### config.mk
export PLATFORM = sky130hd
export DESIGN_NAME = mc_ctrl
export DESIGN_NICKNAME = d
export VERILOG_FILES = /design/src/rtl/mc_ctrl.sv
export SDC_FILE = /design/constraint.sdc
export NUM_CORES = 1
export LEC_CHECK = 0
export CORE_MARGIN = 3
export CORE_UTILIZATION = 45
export DETAILED_ROUTE_END_ITERATION = 7
export PLACE_DENSITY_LB_ADDON = 0.3
export SYNTH_ARGS = -nofsm -noshare
export SYNTH_HDL_FRONTEND = slang
export SYNTH_SLANG_ARGS = --single-unit
### constraint.sdc
create_clock -name clk -period 3.9 [get_ports clk]
set_input_delay 0.975 -clock clk [delete_from_list [all_inputs] [get_ports clk]]
set_output_delay 0.975 -clock clk [all_outputs]
set_load 0.005 [all_outputs]
### src/rtl/mc_ctrl.sv
// Multi-cycle RISC-V main controller: FETCH/DECODE/EXEC/MEM/WB sequencing, trap and retire count.
// Optional MC_MEM_WAIT_EN makes FETCH and MEM stall until mem_ready.
module mc_ctrl (
  input  logic        clk,
  input  logic        rst,
  input  logic [6:0]  Op,
  input  logic [6:0]  Funct7,
  input  logic [2:0]  Funct3,
  input  logic        Zero,
  input  logic        mem_ready,
  output logic        PCWrite,
  output logic        IRWrite,
  output logic        MemRead,
  output logic        MemWrite,
  output logic        RegWrite,
  output logic [5:0]  EXTOp,
  output logic [4:0]  ALUOp,
  output logic        ALUSrc,
  output logic [2:0]  DMType,
  output logic [1:0]  WDSel,
  output logic [2:0]  NPCOp,
  output logic [2:0]  state,
  output logic        illegal,
  output logic [31:0] instret
);

  localparam int unsigned CNT_W = 32;

  localparam logic [6:0] OPC_LUI    = 7'b0110111;
  localparam logic [6:0] OPC_AUIPC  = 7'b0010111;
  localparam logic [6:0] OPC_JAL    = 7'b1101111;
  localparam logic [6:0] OPC_JALR   = 7'b1100111;
  localparam logic [6:0] OPC_BRANCH = 7'b1100011;
  localparam logic [6:0] OPC_LOAD   = 7'b0000011;
  localparam logic [6:0] OPC_STORE  = 7'b0100011;
  localparam logic [6:0] OPC_OPIMM  = 7'b0010011;
  localparam logic [6:0] OPC_OP     = 7'b0110011;

  localparam logic [5:0] EXT_J = 6'b000001;
  localparam logic [5:0] EXT_U = 6'b000010;
  localparam logic [5:0] EXT_B = 6'b000100;
  localparam logic [5:0] EXT_S = 6'b001000;
  localparam logic [5:0] EXT_I = 6'b010000;

  localparam logic [4:0] ALU_NOP   = 5'd0;
  localparam logic [4:0] ALU_LUI   = 5'd1;
  localparam logic [4:0] ALU_AUIPC = 5'd2;
  localparam logic [4:0] ALU_ADD   = 5'd3;
  localparam logic [4:0] ALU_SUB   = 5'd4;

  localparam logic [6:0] F7_BASE = 7'b0000000;
  localparam logic [6:0] F7_ALT  = 7'b0100000;

  typedef enum logic [2:0] {
    FETCH  = 3'd0,
    DECODE = 3'd1,
    EXEC   = 3'd2,
    MEM    = 3'd3,
    WB     = 3'd4,
    TRAP   = 3'd5
  } state_t;

  state_t cur, nxt;
  logic   rdy;
  logic   legal;
  logic [5:0] ext_sel;
  logic [4:0] alu_sel;
  logic       imm_sel;

`ifdef MC_MEM_WAIT_EN
  assign rdy = mem_ready;
`else
  logic unused_mem_ready;
  assign unused_mem_ready = mem_ready;
  assign rdy = 1'b1;
`endif

  assign state = cur;

  // Opcode class decode: legality, immediate format, ALU operation, operand B select
  always_comb begin
    legal   = 1'b1;
    ext_sel = 6'b000000;
    alu_sel = ALU_NOP;
    imm_sel = 1'b0;
    case (Op)
      OPC_LUI:    begin ext_sel = EXT_U; alu_sel = ALU_LUI;   imm_sel = 1'b1; end
      OPC_AUIPC:  begin ext_sel = EXT_U; alu_sel = ALU_AUIPC; imm_sel = 1'b1; end
      OPC_JAL:    begin ext_sel = EXT_J; end
      OPC_JALR:   begin ext_sel = EXT_I; alu_sel = ALU_ADD;   imm_sel = 1'b1; end
      OPC_BRANCH: begin ext_sel = EXT_B; alu_sel = ALU_SUB; end
      OPC_LOAD:   begin ext_sel = EXT_I; alu_sel = ALU_ADD;   imm_sel = 1'b1; end
      OPC_STORE:  begin ext_sel = EXT_S; alu_sel = ALU_ADD;   imm_sel = 1'b1; end
      OPC_OPIMM: begin
        ext_sel = EXT_I;
        imm_sel = 1'b1;
        alu_sel = (Funct3 == 3'b000) ? ALU_ADD : ALU_NOP;
      end
      OPC_OP: begin
        if (Funct7 == F7_ALT)                             alu_sel = ALU_SUB;
        else if (Funct7 == F7_BASE && Funct3 == 3'b000)   alu_sel = ALU_ADD;
        else                                              alu_sel = ALU_NOP;
      end
      default: legal = 1'b0;
    endcase
  end

  // Next state and per-state control outputs
  always_comb begin
    nxt      = cur;
    PCWrite  = 1'b0;
    IRWrite  = 1'b0;
    MemRead  = 1'b0;
    MemWrite = 1'b0;
    RegWrite = 1'b0;
    EXTOp    = 6'b000000;
    ALUOp    = ALU_NOP;
    ALUSrc   = 1'b0;
    DMType   = 3'b000;
    WDSel    = 2'b00;
    NPCOp    = 3'b000;
    case (cur)
      FETCH: begin
        MemRead = 1'b1;
        IRWrite = rdy;
        if (rdy) nxt = DECODE;
      end
      DECODE: begin
        EXTOp = ext_sel;
        nxt   = legal ? EXEC : TRAP;
      end
      EXEC: begin
        EXTOp  = ext_sel;
        ALUOp  = alu_sel;
        ALUSrc = imm_sel;
        if (!legal) begin
          nxt = TRAP;
        end else if (Op == OPC_LOAD || Op == OPC_STORE) begin
          nxt = MEM;
        end else if (Op == OPC_BRANCH) begin
          PCWrite = 1'b1;
          NPCOp   = (Funct3 == 3'b000 && Zero) ? 3'b001 : 3'b000;
          nxt     = FETCH;
        end else begin
          nxt = WB;
        end
      end
      MEM: begin
        ALUSrc = 1'b1;
        ALUOp  = ALU_ADD;
        DMType = Funct3;
        if (Op == OPC_LOAD) begin
          MemRead = 1'b1;
          if (rdy) nxt = WB;
        end else if (Op == OPC_STORE) begin
          MemWrite = 1'b1;
          PCWrite  = rdy;
          if (rdy) nxt = FETCH;
        end else begin
          nxt = FETCH;
        end
      end
      WB: begin
        RegWrite = 1'b1;
        PCWrite  = 1'b1;
        nxt      = FETCH;
        if (Op == OPC_LOAD) begin
          WDSel = 2'b01;
        end else if (Op == OPC_JAL) begin
          WDSel = 2'b10;
          NPCOp = 3'b010;
        end else if (Op == OPC_JALR) begin
          WDSel  = 2'b10;
          NPCOp  = 3'b100;
          ALUSrc = 1'b1;
          ALUOp  = ALU_ADD;
        end
      end
      TRAP:    nxt = TRAP;
      default: nxt = FETCH;
    endcase
  end

  // State, sticky trap flag and retire counter
  always_ff @(posedge clk or posedge rst) begin
    if (rst) begin
      cur     <= FETCH;
      illegal <= 1'b0;
      instret <= '0;
    end else begin
      cur <= nxt;
      if (nxt == TRAP) illegal <= 1'b1;
      if (PCWrite) instret <= instret + CNT_W'(1);
    end
  end

endmodule

==> summary.txt, run 1 <==
Place WS -> -92.6 ps
CTS clk-pin slew, worst paths -> 70 ps
Levels on crit path -> 6
Layout cells sized above 1 -> 13.7%
Routed WL per cell -> 15.1 um
Post-synthesis sequential area ratio -> 40.5%
Period utilization -> 97.3%
Synthesized area per cell -> 9.46 um2
Ys Warns -> 0
Final Hold Fails -> 0
R2r worst-path depth -> 6
#FFs+latches synth -> 36
Cell mode on critical path -> clkdlybuf4s50_1
Met3 Wirelength -> 297 um
Ys async rst share -> 100%
Hold path cells -> 1
Max Clock Skew -> 7.59 ps
Peak supply drop -> 0.215 mV
Most area-hungry cell type in the Yosys netlist -> dfrtp_1
DRC -> 0
Setup Viol. Count Final -> 0
WL met1 -> 2.54 mm
Max Clk Rate -> 263 MHz
Tot GR Track Use -> 21.1%
Via count -> 2091
H-tree depth -> 2
Starting density of the core -> 48.7%
Worst-Skew Late Latency -> 280 ps
Layout overhead on the synthesized area -> 46.2%
CP max stage cell -> clkdlybuf4s50_1
Clock sinks -> 36
Relative slew slack -> 53.9%
Num CTS Buffers -> 5
Hold WC Path Type -> register to register
GRT Residual Overflow -> 0
RSZ-0062 raised after global routing -> false
Unique cell type count in the Yosys netlist -> 49
Dpl cells -> 386
Worst setup SP type -> input pin
First-pass detailed-route iteration total -> 5
Cell family with most CP delay -> buffers and inverters
Min Tclk post-route -> 3800 ps
Main flop type after synthesis -> dfrtp_1
Buf+Inv Stages, Crit Path -> 2
GP Congestion -> 0.868
Crit-path max cell delay -> 520 ps
P_leak -> 1.42 nW
Non-Filler Instances -> 394
Via/cell ratio -> 5.31
Port buffer count -> 77
Tightest Pin Transition -> 691 ps
Outcome -> finished, final reports clean
Number of global-route vias before repair -> 2023
Max Cap Viol -> 0
Final worst slack -> 105 ps
Cell row count -> 24
Worst endpoint required time -> 2920 ps
First-pass GRT wire length -> 10.1 mm
EDFF count, synth -> 0
N_diodes -> 0
HPWL after DPL -> 4.57 mm
Root buf cell -> clkbuf_8
Crit path arrival time -> 2820 ps
Highest routed layer -> met4
Post-Syn Instances -> 235
Metal2 WL -> 3.05 mm
Max Slew Vio Count -> 0
Fillers -> 381
Initial antenna violation count -> 0
CTS Buffer Depth -> 2
Antenna viol nets, final -> 0
CP Capture Type -> output pin
Initial DRC Count -> 164
CTS tree -> built
Io pins -> 82
Synth Cell Area -> 2220 um2
Largest net degree at the start of global routing -> 20
CP Max Fanout -> 2
Ranking of synthesized cells by area -> dfrtp_1 (41%), xnor2_1 (9.1%), nand2_1 (4.2%)
Crit path kind -> input pin to output pin
Worst path cell trace -> clkdlybuf4s50_1, nor4bb_1, nand4_1, or2_2, a21oi_1, clkdlybuf4s50_1
Routed Wire Length -> 5.94 mm
Power per cell area -> 217 nW/um2
Final layout net count -> 350
Die height -> 76.3 um
Core area -> 4560 um2
Top-area cell type share of the netlist area -> 40.5%
Width of the die -> 76.3 um
Die area -> 5820 um2
## repair_timing
| action | 4_1_cts | 5_1_grt |
|---|---|---|
| endpoints found under the setup margin | 4 | 4 |
| hold endpoints to repair | 0 | 0 |
| resized for setup | 5 | 5 |
| setup buffers | 0 | 0 |
| hold buffers | 0 | 0 |
| pin swaps | 1 | 2 |
## report_power, final
group	total (W)	switching, W	internal, W
logic	0.0000622	0.0000305	0.0000317
registers	0.000373	0	0.000373
clock network	0.000271	0.000130	0.000141
total	0.000706	0.000160	0.000546
## registers in the layout, indices dropped and copies added, names as in the netlist
signal,cells
illegal,1
state,3
instret,32
## path summary, 6_finish.rpt
| kind | startpoint | endpoint | slack [ps] |
|---|---|---|---|
| min in group asynchronous | rst | instret[26] | 1100 |
| max reg2reg | state[1] | instret[15] | 1710 |
| min | instret[22] | instret[22] | 490 |
| max in group asynchronous | rst | instret[23] | 2080 |
| max | Op[4] | ALUOp[2] | 100 |
| min reg2reg | instret[22] | instret[22] | 490 |
## final cells by class
cell class	count	area, um2	area share, %
Tap cell	65	81.3	2.50
Clock inverter	2	10.0	0.308
Inverter	7	26.3	0.809
Clock buffer	6	82.6	2.54
Sequential cell	36	901	27.7
Timing Repair Buffer	97	925	28.5
Multi-Input combinational cell	181	1220	37.6
## cell usage after synthesis, drive strengths merged, types with 2 or more instances
library cell / number
a21oi: 9
and2: 6
o31ai: 2
xnor2: 23
clkbuf: 4
nand3: 18
nor4: 5
and3b: 3
xor2: 9
o22ai: 2
nand2: 25
nand3b: 3
nor2: 12
nand4: 9
a211oi: 2
dfrtp: 36
nor3: 7
or2: 2
nor3b: 4
o21ai: 5
inv: 7
and3: 11
and4: 5
buf: 9
## routing by layer
| metal | GRT usage (%) | vias up |
|---|---|---|
| li1 | - | 1008 |
| met1 | 27.8 | 1012 |
| met2 | 35.5 | 67 |
| met3 | 4.14 | 4 |
| met4 | 5.80 | 0 |
| met5 | 0 | - |
## cells in the final DEF, fill, tap and decap left out, types with 2 or more instances in the layout
cell type	Yosys	final
conb_1	1	3
a211oi_1	2	2
dfrtp_1	36	36
nand3b_1	3	3
o31ai_1	2	2
and4_1	5	5
or2_2	2	2
clkbuf_8	0	6
nand2_1	25	25
buf_4	7	19
nor3_1	6	6
nor3b_1	2	2
dlymetal6s2s_1	0	2
xnor2_1	23	23
and3b_2	2	3
dlygate4sd2_1	0	4
and3_1	11	11
o22ai_1	2	2
nand3_1	18	18
and2_1	5	5
clkdlybuf4s50_1	0	71
nor2_1	12	11
xor2_1	9	9
nor3b_2	2	2
a21oi_1	9	9
clkinv_2	0	2
o21ai_0	5	5
inv_1	6	6
nor4_1	5	5
nand4_1	8	8
## per-stage QoR
step | cell area, um2 | hold WS (ps) | power [W] | TNS, ps | utilization (%)
2_1_floorplan | 2230 | 468 | 0.000408 | 0 | -
3_3_place_gp | 3150 | 462 | 0.000441 | -7.57 | 69.0
3_5_place_dp | 3150 | 481 | 0.000442 | -169 | 69.0
4_1_cts | 3240 | 492 | 0.000711 | 0 | 70.9
5_1_grt | 3250 | 514 | 0.000736 | 0 | 71.2
6_report | 3250 | 491 | 0.000706 | 0 | 71.2
## cells by family (layout without fill, tap and decap cells)
family,Yosys count,in the layout,share of synthesized area (%)
compound gates,26,26,8.78
xor+xnor,32,32,12.6
fa+ha+maj,1,1,0.563
buf+inv,20,112,4.95
flops,36,36,40.5
mux,1,1,0.507
other cells,1,3,0.169
simple gates,118,118,31.9
Note: power is estimated with default switching activity, not from simulation.
==> inputs of run 2 (changes only) <==
==> constraint.sdc (replaced) <==
create_clock -name clk -period 4.3 [get_ports clk]
set_input_delay 1.075 -clock clk [delete_from_list [all_inputs] [get_ports clk]]
set_output_delay 1.075 -clock clk [all_outputs]
set_load 0.005 [all_outputs]
==> run 2 against run 1 <==
  * Power shrank 10%
  * Combinational power is 15% lower
  * First-iteration DRC count shrank 23%
  * Die area did not move
  * Register-to-register slack better by 400 ps
  * Count of clock-buffer cells in the layout unchanged
  * Worst setup slack improved by 33 ps
  * Via count is 2.1% lower
  * Critical endpoint is now ALUOp[0]
  * Largest power group unchanged
==> summary.txt, run 2 (same netlist as run 1, synthesis figures left out) <==
Outcome -> finished, final reports clean
Width of the die -> 76.3 um
Clock sinks -> 36
Layout cells sized above 1 -> 10.6%
GR Util met1 -> 26.4%
H-tree depth -> 2
Worst setup SP type -> input pin
Worst-Skew Late Latency -> 280 ps
First-pass detailed-route iteration total -> 5
Routed WL per cell -> 15.0 um
P_leak -> 1.34 nW
CP Max Fanout -> 7
Commonest non-fill, non-tap cells in the layout -> clkdlybuf4s50_1 (76), dfrtp_1 (36), nand2_1 (25)
Buf+Inv Stages, Crit Path -> 2
Max reg flops -> 32
Max Slew Vio Count -> 0
Die area -> 5820 um2
Setup_tns -> 0 ps
Period utilization -> 96.8%
Root buf cell -> clkbuf_8
Final layout net count -> 341
Most common cell after layout, fill and taps aside -> clkdlybuf4s50_1
Multi-input gate area -> 1220 um2
Core area -> 4560 um2
Max Clock Skew -> 4.00 ps
HPWL after DPL -> 4.48 mm
Cell row count -> 24
Hold WC Path Type -> register to register
Tot GR Track Use -> 20.6%
Layout overhead on the synthesized area -> 42.9%
Crit-path max cell delay -> 620 ps
Dpl cells -> 377
Worst path cell trace -> clkdlybuf4s50_1, nor4bb_1, nand4_1, o22ai_1, a21oi_1, o21ai_0, clkdlybuf4s50_1
Register area -> 901 um2
Util after Layout -> 69.6%
CTS Buffer Depth -> 2
Fillers -> 401
Non-Filler Instances -> 385
Antenna viol nets, final -> 0
Met3 GRT Util -> 4.37%
N_diodes -> 0
DRC -> 0
GRT busiest layer -> met2
Num CTS Buffers -> 5
Crit path arrival time -> 3090 ps
Starting density of the core -> 48.7%
CTS clk-pin slew, worst paths -> 70 ps
GRT Residual Overflow -> 0
Crit path kind -> input pin to output pin
Cell mode on critical path -> clkdlybuf4s50_1
First-pass GRT wire length -> 9.90 mm
Number of global-route vias before repair -> 2062
Cell family with most CP delay -> buffers and inverters
Via/cell ratio -> 5.32
Min Tclk post-route -> 4160 ps
Routed Wire Length -> 5.79 mm
Power per cell area -> 199 nW/um2
CTS tree -> built
Max Clk Rate -> 240 MHz
Via count -> 2047
Port buffer count -> 77
CP max stage cell -> clkdlybuf4s50_1
Top reg by flops -> instret
GP Congestion -> 0.952
Setup Viol. Count Final -> 0
Postcts setup bufs -> 0
RSZ-0062 raised after global routing -> false
Overall power -> 0.000632 W
Largest net degree at the start of global routing -> 37
Worst endpoint required time -> 3220 ps
CP Capture Type -> output pin
Final Hold Fails -> 0
Initial antenna violation count -> 0
Io pins -> 82
Peak supply drop -> 0.238 mV
GR Layer Usage met2 -> 35.1%
Max Cap Viol -> 0
Die height -> 76.3 um
Initial DRC Count -> 127
run 2: final timing paths:
check	start	to	slack (ps)	cells after the start
setup / recovery	Op[5]	ALUOp[0]	140	7
hold / removal	instret[31]	instret[31]	480	1
setup reg to reg	state[0]	instret[19]	2110	6
hold reg to reg	instret[31]	instret[31]	480	1
max in group asynchronous	rst	instret[12]	2790	3
min in group asynchronous	rst	instret[27]	1200	3
run 2: power breakdown:
| part | internal, W | leakage (nW) | switching, W |
|---|---|---|---|
| clock network | 0.000128 | 0.0510 | 0.000113 |
| logic | 0.0000267 | 0.806 | 0.0000263 |
| registers | 0.000338 | 0.488 | 0 |
run 2: through the flow:
stage | setup slack [ps] | hold slack [ps] | area, um2
2_1_floorplan | 1140 | 468 | 2230
5_1_grt | 41.8 | 495 | 3180
4_1_cts | 109 | 485 | 3170
6_report | 138 | 484 | 3180
3_5_place_dp | 113 | 470 | 3080
3_3_place_gp | 156 | 463 | 3080
run 2: layout make-up:
cell class	instances	share of cell area, %
clock buffers	6	2.60
clock inverters	2	0.315
inverters	7	0.827
multi-input cells	181	38.4
flip-flops and latches	36	28.4
well taps	65	2.56
repair buffers	88	27.0
run 2: routing by layer:
layer,routed length [um],up-vias
met3,265,4
met1,2510,989
met2,2970,54
met4,44,0
li1,-,1000
met5,0,-
run 2: repair_timing:
item / CTS / global route
resized for setup: 0 / 1
endpoints found under the hold margin: 0 / 0
hold buffers: 0 / 0
endpoints found under the setup margin: 0 / 2
==> inputs of run 3 (changes only) <==
--- a/config.mk
+++ b/config.mk
@@ -5,6 +5,7 @@
 export SDC_FILE = /design/constraint.sdc
 export NUM_CORES = 1
 export LEC_CHECK = 0
+export CORE_ASPECT_RATIO = 1.1
 export CORE_MARGIN = 3
 export CORE_UTILIZATION = 45
 export DETAILED_ROUTE_END_ITERATION = 7
==> run 3 against run 2 <==
  * Combinational power down 4.3%
  * Clock power up 4%
  * Power up 1.0%
  * Critical endpoint is now PCWrite
  * Register-to-register slack better by 100 ps
==> summary.txt, run 3 (same netlist as run 1, synthesis figures left out) <==
CTS clk-pin slew, worst paths -> 70 ps
Power per cell area -> 203 nW/um2
Final Hold Fails -> 0
Min Tclk post-route -> 4170 ps
CTS Buffer Depth -> 2
HPWL after DPL -> 4.15 mm
Crit-path max cell delay -> 550 ps
CP max stage cell -> clkdlybuf4s50_1
Die height -> 79.7 um
Routed WL per cell -> 14.6 um
Cell row count -> 26
Max reg flops -> 32
CP Capture Type -> output pin
Critical Path Source -> Op[1]
Max Clock Skew -> 5.70 ps
Outcome -> finished, final reports clean
Port buffer count -> 77
Layout cells sized above 1 -> 9.75%
Root buf cell -> clkbuf_8
Setup_tns -> 0 ps
Peak supply drop -> 0.122 mV
Worst endpoint required time -> 3220 ps
Tot GR Track Use -> 19.6%
Starting density of the core -> 47.1%
Period utilization -> 96.9%
N_diodes -> 0
Via/cell ratio -> 5.40
Core area -> 4720 um2
Width of the die -> 73 um
Layout overhead on the synthesized area -> 41.7%
Largest net degree at the start of global routing -> 37
Hold_ws -> 467 ps
First-pass GRT wire length -> 9.05 mm
Die area -> 5820 um2
Clock sinks -> 36
Instance area after placement -> 3050 um2
Top reg by flops -> instret
Antenna viol nets, final -> 0
Register area -> 901 um2
Initial DRC Count -> 99
DRC -> 0
Util after Layout -> 66.7%
Io pins -> 82
Hold WC Path Type -> register to register
Via count -> 2018
CP Max Fanout -> 8
Worst setup SP type -> input pin
Hold path cells -> 1
Postcts setup bufs -> 0
Max Slew Vio Count -> 0
Crit path kind -> input pin to output pin
Most common cell after layout, fill and taps aside -> clkdlybuf4s50_1
Gates resized, CTS repair -> 0
RSZ-0062 raised after global routing -> false
Crit path arrival time -> 3090 ps
R2r endpoint -> instret[19]
Final layout net count -> 339
Cell mode on critical path -> clkdlybuf4s50_1
H-tree depth -> 2
Crit Reg-Reg Startpoint -> state[0]
Worst-Skew Late Latency -> 290 ps
R2r worst-path depth -> 6
Max Cap Viol -> 0
Initial antenna violation count -> 0
Fillers -> 378
Routed Wire Length -> 5.45 mm
Final Cell Area -> 3150 um2
First-pass detailed-route iteration total -> 4
Max Clk Rate -> 240 MHz
Multi-input gate area -> 1220 um2
Worst path cell trace -> clkdlybuf4s50_1, and3b_1, buf_4, a31oi_4, and2_4, inv_2, clkdlybuf4s50_1
Number of global-route vias before repair -> 1956
Setup crit end -> PCWrite
P_leak -> 1.32 nW
Post-CTS Hold Buffers -> 0
Setup Viol. Count Final -> 0
Num CTS Buffers -> 5
GP Congestion -> 0.889
CTS tree -> built
Reg2Reg Setup Slack -> 2210 ps
Commonest non-fill, non-tap cells in the layout -> clkdlybuf4s50_1 (77), dfrtp_1 (36), nand2_1 (25)
GRT Residual Overflow -> 0
==> run 3: cell types whose count changed in the layout (fill, tap and decap cells not counted), sizes merged <==
cell,delta
clkinv,-2
buf,-2
clkdlybuf4s50,+1
clkinvlp,+1
dlymetal6s2s,-1
clkbuf,+1
==> run 3: area by class of cell <==
class                           count  share of cell area [%]
Timing Repair Buffer               86                    26.6
Multi-Input combinational cell    181                    38.7
Tap cell                           56                    2.23
Sequential cell                    36                    28.6
Clock inverter                      1                   0.238
Clock buffer                        7                    2.74
Inverter                            7                   0.835
==> run 3: power breakdown <==
group,switching [W],internal (W),total [W]
Sequential,0,0.000338,0.000338
Clock,0.000119,0.000130,0.000250
Combinational,0.0000255,0.0000252,0.0000507
Total,0.000145,0.000494,0.000639
==> run 3: how the worst min path moves through the flow <==
stage,startpoint,end,slack [ps]
floorplan,instret[31],instret[31],470
detailed placement,instret[31],instret[31],470
global route,instret[31],instret[31],500
finish,instret[31],instret[31],470
global placement,instret[31],instret[31],460
CTS,instret[31],instret[31],480
==> run 3: worst max-delay path, delay by kind of cell <==
family | cells | cell delay [ps]
AND/OR/NAND/NOR | 2 | 490
buffers and inverters | 4 | 1420
AO/OA/AOI/OAI | 1 | 110
==> run 3: layer usage <==
layer	vias to the layer above	global-route usage, %	wire length, um
met5	-	0	0
met4	0	6.09	95
met3	10	3.90	273
met2	65	34.1	2750
met1	951	24.1	2330
li1	992	-	-
==> run 3: metrics by stage <==
step	power, W	worst slack, ps	instances
after global placement	0.000395	150	366
after floorplan	0.000370	1140	237
after CTS	0.000643	142	374
after detailed placement	0.000396	145	366
after global routing	0.000663	13.7	374
final	0.000639	135	374
